===== config.mk =====
export PLATFORM = sky130hd
export DESIGN_NAME = control_pipeline
export DESIGN_NICKNAME = d
export VERILOG_FILES = /design/src/rtl/control_pkg.sv /design/src/rtl/control_decode.sv /design/src/rtl/control_pipeline.sv
export SDC_FILE = /design/constraint.sdc
export NUM_CORES = 1
export LEC_CHECK = 0
export ABC_AREA = 1
export CAP_MARGIN = 0
export CORE_MARGIN = 2
export CORE_UTILIZATION = 42
export CTS_CLUSTER_DIAMETER = 80
export DETAILED_ROUTE_END_ITERATION = 10
export GPL_ROUTABILITY_DRIVEN = 0
export GPL_TIMING_DRIVEN = 0
export PLACE_DENSITY = 0.8
export SLEW_MARGIN = 20
export SYNTH_ARGS = -nofsm -noshare
export SYNTH_HDL_FRONTEND = slang
export SYNTH_SLANG_ARGS = --single-unit

===== constraint.sdc =====
create_clock -name clk -period 2.02 [get_ports clk]
set_input_delay 0.404 -clock clk [delete_from_list [all_inputs] [get_ports clk]]
set_output_delay 0.404 -clock clk [all_outputs]
set_load 0.05 [all_outputs]

===== src/rtl/control_pkg.sv =====
// Shared opcodes, control-bundle bit layout and forwarding encodings for the control pipeline.
package control_pkg;

  localparam int CTRL_W = 12;

  // Control bundle bit positions, MSB first
  localparam int B_REG_WRITE   = 11;
  localparam int B_MEM_TO_REG  = 10;
  localparam int B_MEM_READ    = 9;
  localparam int B_MEM_WRITE   = 8;
  localparam int B_BRANCH_EQ   = 7;
  localparam int B_BRANCH_NE   = 6;
  localparam int B_ALU_OP_HI   = 5;
  localparam int B_ALU_OP_LO   = 4;
  localparam int B_ALU_SRC     = 3;
  localparam int B_REG_DST     = 2;
  localparam int B_SHIFT_UPPER = 1;
  localparam int B_JUMP        = 0;

  localparam logic [5:0] OP_RTYPE = 6'b000000;
  localparam logic [5:0] OP_J     = 6'b000010;
  localparam logic [5:0] OP_BEQ   = 6'b000100;
  localparam logic [5:0] OP_BNE   = 6'b000101;
  localparam logic [5:0] OP_ADDI  = 6'b001000;
  localparam logic [5:0] OP_LUI   = 6'b001111;
  localparam logic [5:0] OP_LW    = 6'b100011;
  localparam logic [5:0] OP_SW    = 6'b101011;

  localparam logic [1:0] ALU_ADD    = 2'b00;
  localparam logic [1:0] ALU_BRANCH = 2'b01;
  localparam logic [1:0] ALU_FUNCT  = 2'b10;

  typedef enum logic [1:0] {
    FWD_RF  = 2'b00,
    FWD_WB  = 2'b01,
    FWD_MEM = 2'b10
  } fwd_sel_e;

endpackage


===== src/rtl/control_decode.sv =====
// Combinational opcode-to-control-bundle table with illegal-opcode and rt-is-source flags.
module control_decode
  import control_pkg::*;
#(
  parameter int OPCODE_W = 6
) (
  input  logic [OPCODE_W-1:0] opcode_i,
  output logic [CTRL_W-1:0]   ctrl_o,
  output logic                illegal_o,
  output logic                rt_used_o
);

  always_comb begin
    ctrl_o    = '0;
    illegal_o = 1'b0;
    rt_used_o = 1'b0;
    case (opcode_i)
      OPCODE_W'(OP_LW): begin
        ctrl_o[B_MEM_READ]               = 1'b1;
        ctrl_o[B_MEM_TO_REG]             = 1'b1;
        ctrl_o[B_ALU_SRC]                = 1'b1;
        ctrl_o[B_REG_WRITE]              = 1'b1;
        ctrl_o[B_ALU_OP_HI:B_ALU_OP_LO]  = ALU_ADD;
      end
      OPCODE_W'(OP_SW): begin
        ctrl_o[B_MEM_WRITE]              = 1'b1;
        ctrl_o[B_ALU_SRC]                = 1'b1;
        ctrl_o[B_ALU_OP_HI:B_ALU_OP_LO]  = ALU_ADD;
        rt_used_o                        = 1'b1;
      end
      OPCODE_W'(OP_BEQ): begin
        ctrl_o[B_BRANCH_EQ]              = 1'b1;
        ctrl_o[B_ALU_OP_HI:B_ALU_OP_LO]  = ALU_BRANCH;
        rt_used_o                        = 1'b1;
      end
      OPCODE_W'(OP_BNE): begin
        ctrl_o[B_BRANCH_NE]              = 1'b1;
        ctrl_o[B_ALU_OP_HI:B_ALU_OP_LO]  = ALU_BRANCH;
        rt_used_o                        = 1'b1;
      end
      OPCODE_W'(OP_ADDI): begin
        ctrl_o[B_REG_WRITE]              = 1'b1;
        ctrl_o[B_ALU_SRC]                = 1'b1;
        ctrl_o[B_ALU_OP_HI:B_ALU_OP_LO]  = ALU_ADD;
      end
      OPCODE_W'(OP_RTYPE): begin
        ctrl_o[B_REG_WRITE]              = 1'b1;
        ctrl_o[B_REG_DST]                = 1'b1;
        ctrl_o[B_ALU_OP_HI:B_ALU_OP_LO]  = ALU_FUNCT;
        rt_used_o                        = 1'b1;
      end
      OPCODE_W'(OP_LUI): begin
        ctrl_o[B_REG_WRITE]              = 1'b1;
        ctrl_o[B_SHIFT_UPPER]            = 1'b1;
      end
      OPCODE_W'(OP_J): begin
        ctrl_o[B_JUMP]                   = 1'b1;
      end
      default: illegal_o = 1'b1;
    endcase
  end

endmodule


===== src/rtl/control_pipeline.sv =====
// Pipelined control unit: decode, ID/EX-EX/MEM-MEM/WB control registers, hazard stall, flush, forwarding.
// Define CONTROL_PIPELINE_FORWARD_EN to enable EX operand forwarding (only load-use then stalls).
module control_pipeline
  import control_pkg::*;
#(
  parameter int OPCODE_W   = 6,
  parameter int REG_ADDR_W = 5,
  parameter int ZERO_REG   = 0
) (
  input  logic                  clk,
  input  logic                  reset,
  input  logic                  id_valid,
  input  logic [OPCODE_W-1:0]   id_opcode,
  input  logic [REG_ADDR_W-1:0] id_rs,
  input  logic [REG_ADDR_W-1:0] id_rt,
  input  logic [REG_ADDR_W-1:0] id_rd,
  input  logic                  ex_branch_taken,
  output logic                  stall,
  output logic                  flush_if_id,
  output logic                  jump_redirect,
  output logic [CTRL_W-1:0]     ex_ctrl,
  output logic [CTRL_W-1:0]     mem_ctrl,
  output logic [CTRL_W-1:0]     wb_ctrl,
  output logic [REG_ADDR_W-1:0] ex_dest,
  output logic [REG_ADDR_W-1:0] mem_dest,
  output logic [REG_ADDR_W-1:0] wb_dest,
  output logic [1:0]            fwd_a,
  output logic [1:0]            fwd_b,
  output logic                  illegal_op
);

  localparam logic [REG_ADDR_W-1:0] ZERO_ADDR = REG_ADDR_W'(ZERO_REG);

  logic [CTRL_W-1:0]     dec_ctrl;
  logic                  dec_illegal;
  logic                  dec_rt_used;

  logic [CTRL_W-1:0]     ex_ctrl_q, mem_ctrl_q, wb_ctrl_q, ex_ctrl_d;
  logic [REG_ADDR_W-1:0] ex_dest_q, mem_dest_q, wb_dest_q, ex_dest_d;
  logic [REG_ADDR_W-1:0] ex_rs_q, ex_rt_q, ex_rs_d, ex_rt_d;
  logic                  illegal_q, illegal_d;
  logic [REG_ADDR_W-1:0] id_dest;
  logic                  ex_hit, load_use, hazard, bubble;

  control_decode #(
    .OPCODE_W (OPCODE_W)
  ) u_decode (
    .opcode_i  (id_opcode),
    .ctrl_o    (dec_ctrl),
    .illegal_o (dec_illegal),
    .rt_used_o (dec_rt_used)
  );

  // A producer blocks ID when its destination is one of the ID sources; the zero register never counts.
  function automatic logic reads_id(input logic [REG_ADDR_W-1:0] dest,
                                    input logic [REG_ADDR_W-1:0] rs,
                                    input logic [REG_ADDR_W-1:0] rt,
                                    input logic                  rt_used);
    return (dest != ZERO_ADDR) && ((dest == rs) || (rt_used && (dest == rt)));
  endfunction

  assign ex_hit   = reads_id(ex_dest_q, id_rs, id_rt, dec_rt_used);
  assign load_use = ex_ctrl_q[B_MEM_READ] && ex_hit;

`ifdef CONTROL_PIPELINE_FORWARD_EN
  assign hazard = load_use;
`else
  logic mem_hit;
  assign mem_hit = reads_id(mem_dest_q, id_rs, id_rt, dec_rt_used);
  assign hazard  = load_use || (ex_ctrl_q[B_REG_WRITE] && ex_hit)
                            || (mem_ctrl_q[B_REG_WRITE] && mem_hit);
`endif

  // A taken branch squashes ID anyway, so it overrides both the stall and a jump in ID.
  assign stall         = id_valid && hazard && !ex_branch_taken;
  assign jump_redirect = id_valid && dec_ctrl[B_JUMP] && !stall && !ex_branch_taken;
  assign flush_if_id   = ex_branch_taken || jump_redirect;
  assign bubble        = stall || ex_branch_taken || !id_valid;

  always_comb begin
    id_dest   = dec_ctrl[B_REG_DST] ? id_rd : id_rt;
    ex_ctrl_d = '0;
    ex_dest_d = '0;
    ex_rs_d   = '0;
    ex_rt_d   = '0;
    if (!bubble) begin
      ex_ctrl_d              = dec_ctrl;
      ex_ctrl_d[B_REG_WRITE] = dec_ctrl[B_REG_WRITE] && (id_dest != ZERO_ADDR);
      ex_dest_d              = id_dest;
      ex_rs_d                = id_rs;
      ex_rt_d                = id_rt;
    end
    illegal_d = id_valid && dec_illegal;
  end

  always_ff @(posedge clk or posedge reset) begin
    if (reset) begin
      ex_ctrl_q  <= '0;
      mem_ctrl_q <= '0;
      wb_ctrl_q  <= '0;
      ex_dest_q  <= '0;
      mem_dest_q <= '0;
      wb_dest_q  <= '0;
      ex_rs_q    <= '0;
      ex_rt_q    <= '0;
      illegal_q  <= 1'b0;
    end else begin
      ex_ctrl_q  <= ex_ctrl_d;
      ex_dest_q  <= ex_dest_d;
      ex_rs_q    <= ex_rs_d;
      ex_rt_q    <= ex_rt_d;
      mem_ctrl_q <= ex_ctrl_q;
      mem_dest_q <= ex_dest_q;
      wb_ctrl_q  <= mem_ctrl_q;
      wb_dest_q  <= mem_dest_q;
      illegal_q  <= illegal_d;
    end
  end

`ifdef CONTROL_PIPELINE_FORWARD_EN
  logic [1:0][REG_ADDR_W-1:0] ex_src;
  logic [1:0][1:0]            fwd_sel;

  assign ex_src[0] = ex_rs_q;
  assign ex_src[1] = ex_rt_q;

  // EX/MEM holds the younger result, so it takes priority over MEM/WB.
  for (genvar gi = 0; gi < 2; gi++) begin : g_fwd
    assign fwd_sel[gi] =
      (mem_ctrl_q[B_REG_WRITE] && (mem_dest_q == ex_src[gi]) && (mem_dest_q != ZERO_ADDR)) ? FWD_MEM :
      (wb_ctrl_q[B_REG_WRITE]  && (wb_dest_q  == ex_src[gi]) && (wb_dest_q  != ZERO_ADDR)) ? FWD_WB  :
                                                                                            FWD_RF;
  end

  assign fwd_a = fwd_sel[0];
  assign fwd_b = fwd_sel[1];
`else
  logic unused_ex_src;
  assign unused_ex_src = ^{ex_rs_q, ex_rt_q};
  assign fwd_a         = FWD_RF;
  assign fwd_b         = FWD_RF;
`endif

  assign ex_ctrl    = ex_ctrl_q;
  assign mem_ctrl   = mem_ctrl_q;
  assign wb_ctrl    = wb_ctrl_q;
  assign ex_dest    = ex_dest_q;
  assign mem_dest   = mem_dest_q;
  assign wb_dest    = wb_dest_q;
  assign illegal_op = illegal_q;

endmodule


==> key figures <==
Run status
  – Status: finished, violations left
  – Failing checks: setup timing

Setup path
  – Critical Path Source Type: register
  – Flop2flop setup slack: 0.36 ns
  – Crit path buf inv count: 2
  – Max stage delay cell, worst path: dfrtp_2
  – Crit-path cells: buf_6 -> xor2_2 -> nor3_2 -> nand3_2 -> nand2_2 -> nand2_4 -> a21boi_4 -> buf_6
  – Crit path largest cell delay: 0.43 ns
  – Most common cell on crit path: buf_6
  – WP data required: 1.62 ns
  – Largest delay contributor family on the critical path: flip-flops
  – Kind of critical path: register to output port
  – Worst-path maximum fanout: 3
  – Crit path DAT: 1.71 ns
  – Setup crit end kind: output port

Die
  – Core ar.: 4384 um^2
  – Die Span X: 71.62 um
  – Chip height: 71.62 um
  – Initial Util: 43.81%
  – Site Rows: 24
  – Die area: 5129 um^2
  – # IOs: 84

Clock tree
  – CTS tree: yes
  – CTS Buf Count: 5
  – Skew-Pair Late Insertion Delay: 0.30 ns
  – Hold-fix buffers at CTS: 0
  – H-tree depth: 2
  – Clk sink count: 46
  – Clk pin slew, worst setup/hold paths: 0.09 ns
  – CTS root buffer: clkbuf_8
  – Clk buf depth: 2

Power
  – Combinational Power Share: 17.8%
  – Peak supply drop: 0.0003015 V
  – Internal power: 1308 uW
  – P_sw: 530.2 uW
  – Register share of total power: 51.8%
  – Clock share of power: 30.4%
  – Total power: 1839 uW
  – P per Cell Area: 585.2 nW/um^2
  – LEAKAGE: 0.001649 uW
  – Sw Share: 28.84%

Final layout
  – FILL cells: 323
  – FF/Latch Area: 1161 um^2
  – Antenna cell count: 0
  – Multi-input logic area: 703.2 um^2
  – Layout area overhead: 63.58%
  – Layout cells sized above 1: 25.90%
  – Layout Nets: 329

GRT
  – First-pass GRT wire length: 7.686 mm
  – Antenna violations before repair: 0
  – Pin count of the biggest net entering global routing: 38
  – GR Util All Layers: 19.53%
  – GR Overflow Total: 0
  – Vias in the first global route: 1615

Timing
  – Final setup margin: -0.08953 ns
  – RSZ-0062 raised after global routing: true
  – Minimum clock period: 2.110 ns
  – Slew @ Worst Pin: 0.5424 ns
  – Worst relative slew slack: 63.78%
  – FMAX: 474.0 MHz
  – Max-slew violation count: 0
  – Period utilization: 104.4%
  – Final number of hold-violating endpoints: 0
  – Setup total negative slack: -0.2534 ns
  – Max Clock Skew: 0.005283 ns
  – Final Setup Violations: 3

Place
  – Dpl hpwl: 3.400 mm
  – Pre-CTS setup slack: -1.125 ns
  – Port bufs: 79

Routing
  – Vias: 1722
  – Wire per inst: 13.93 um
  – Via/cell ratio: 4.824
  – Iter 0 DRT Violations: 134
  – Pre-antenna DRT Iters: 7
  – Drt total wl: 4.972 mm
  – Drc violations: 0
  – Antenna-violating nets left: 0

Logic synthesis
  – Syn Inst Count: 199
  – Synth area leaders: dfrtp_1 60%, nand2_1 6.8%, nor2_1 5.1%, inv_1 4.9%, buf_4 3.9%
  – Area share of the leading cell type in the synthesized netlist: 59.93%
  – Synth area leader: dfrtp_1
  – Flip-flop and latch count after synthesis: 46
  – Post-synth top cells: 46 x dfrtp_1, 35 x nand2_1, 26 x nor2_1
  – Post-synth EDFFs: 0
  – Synth Warn #: 0
  – Synth unique cells: 24
  – Asr flop ratio synth: 100.0%
  – Top-count cell post-synth: dfrtp_1
  – Seq/Total Area, Yosys: 59.93%
  – Dominant synthesized flop cell: dfrtp_1
  – Syn_area_per_cell: 9.651 um^2
  – Synth Cell Area: 1921 um^2

Flow run
  – Max-cap viol count: 0

Worst hold path
  – HP Class: primary input to asynchronous set/reset pin
## through the flow
| step | area [um^2] | std cells | utilization [%] | hold slack, ns |
|---|---|---|---|---|
| after floorplan | 1954 | 202 | - | 0.5313 |
| after global placement | 2810 | 333 | 64.10 | 0.3558 |
| after detailed placement | 2830 | 334 | 64.55 | 0.3614 |
| after CTS | 3079 | 353 | 70.23 | 0.3500 |
| after global routing | 3142 | 357 | 71.66 | 0.3687 |
| final | 3142 | 357 | 71.66 | 0.3562 |
## final timing paths
kind / from / end / cells past startpoint
setup / recovery: mem_dest[3] / stall / 8
hold / removal: reset / mem_dest[0] / 2
setup reg to reg: mem_dest[3] / ex_dest[0] / 10
hold reg to reg: mem_ctrl[6] / wb_ctrl[6] / 0
max in group asynchronous: reset / ex_dest[4] / 3
min in group clk: mem_ctrl[6] / wb_ctrl[6] / 0
## power groups by stage
stage	registers (uW)	logic (uW)	clock network, uW
final	953	328	558
after detailed placement	970	299	0
after global routing	955	353	603
after floorplan	1030	119	0
after global placement	970	289	0
after CTS	952	316	565
## logic make-up after synthesis
family / Yosys count / synth area share [%]
simple gates: 90 / 21.17
compound gates: 16 / 4.430
other cells: 1 / 0.1953
xor+xnor: 9 / 4.104
flops: 46 / 59.93
buf+inv: 37 / 10.16
## timing repair
item                       in CTS  in global routing
setup endpoints to repair       4                 11
buffers inserted               11                  4
gates cloned                    0                  0
pin swaps                       9                  9
gates resized for setup        66                 20
## flip-flops by register name (all words and copies together), names as in the netlist
| register | cells |
|---|---|
| wb_ctrl | 10 |
| ex_ctrl | 10 |
| wb_dest | 5 |
| illegal_op | 1 |
| mem_ctrl | 10 |
| mem_dest | 5 |
| ex_dest | 5 |
## cell usage in the layout, fill, tap and decap left out, types with 7 or more instances in the layout
master,instances
buf_4,24
dfrtp_2,8
clkdlybuf4s50_1,53
inv_1,21
dfrtp_1,38
nor2_1,22
nand3_1,9
dlygate4sd2_1,14
o21ai_0,7
nand2_1,32
## cell type report
class	instances	share of cell area (%)
Clock inverter	3	0.6770
Inverter	25	2.987
Sequential cell	46	36.96
Tap cell	52	2.071
Clock buffer	5	2.190
Buffer	12	3.226
Timing Repair Buffer	95	29.51
Multi-Input combinational cell	119	22.38
## worst register-to-register path, delay by kind of cell (launching register included)
| family | cells | cell delay [ns] |
|---|---|---|
| AND/OR/NAND/NOR | 6 | 0.56 |
| flip-flops | 1 | 0.43 |
| buffers and inverters | 3 | 0.42 |
| XOR/XNOR | 1 | 0.14 |
## per-layer routing
layer	share of wire (%)	global-route usage (%)	routed length [um]	vias up
li1	-	-	-	818
met1	41	25.30	2039	811
met2	50	32.00	2487	80
met3	6.5	4.079	321	13
met4	2.5	8.176	123	0
met5	0	0	0	-
No activity file was read; power rests on OpenSTA's default activity.
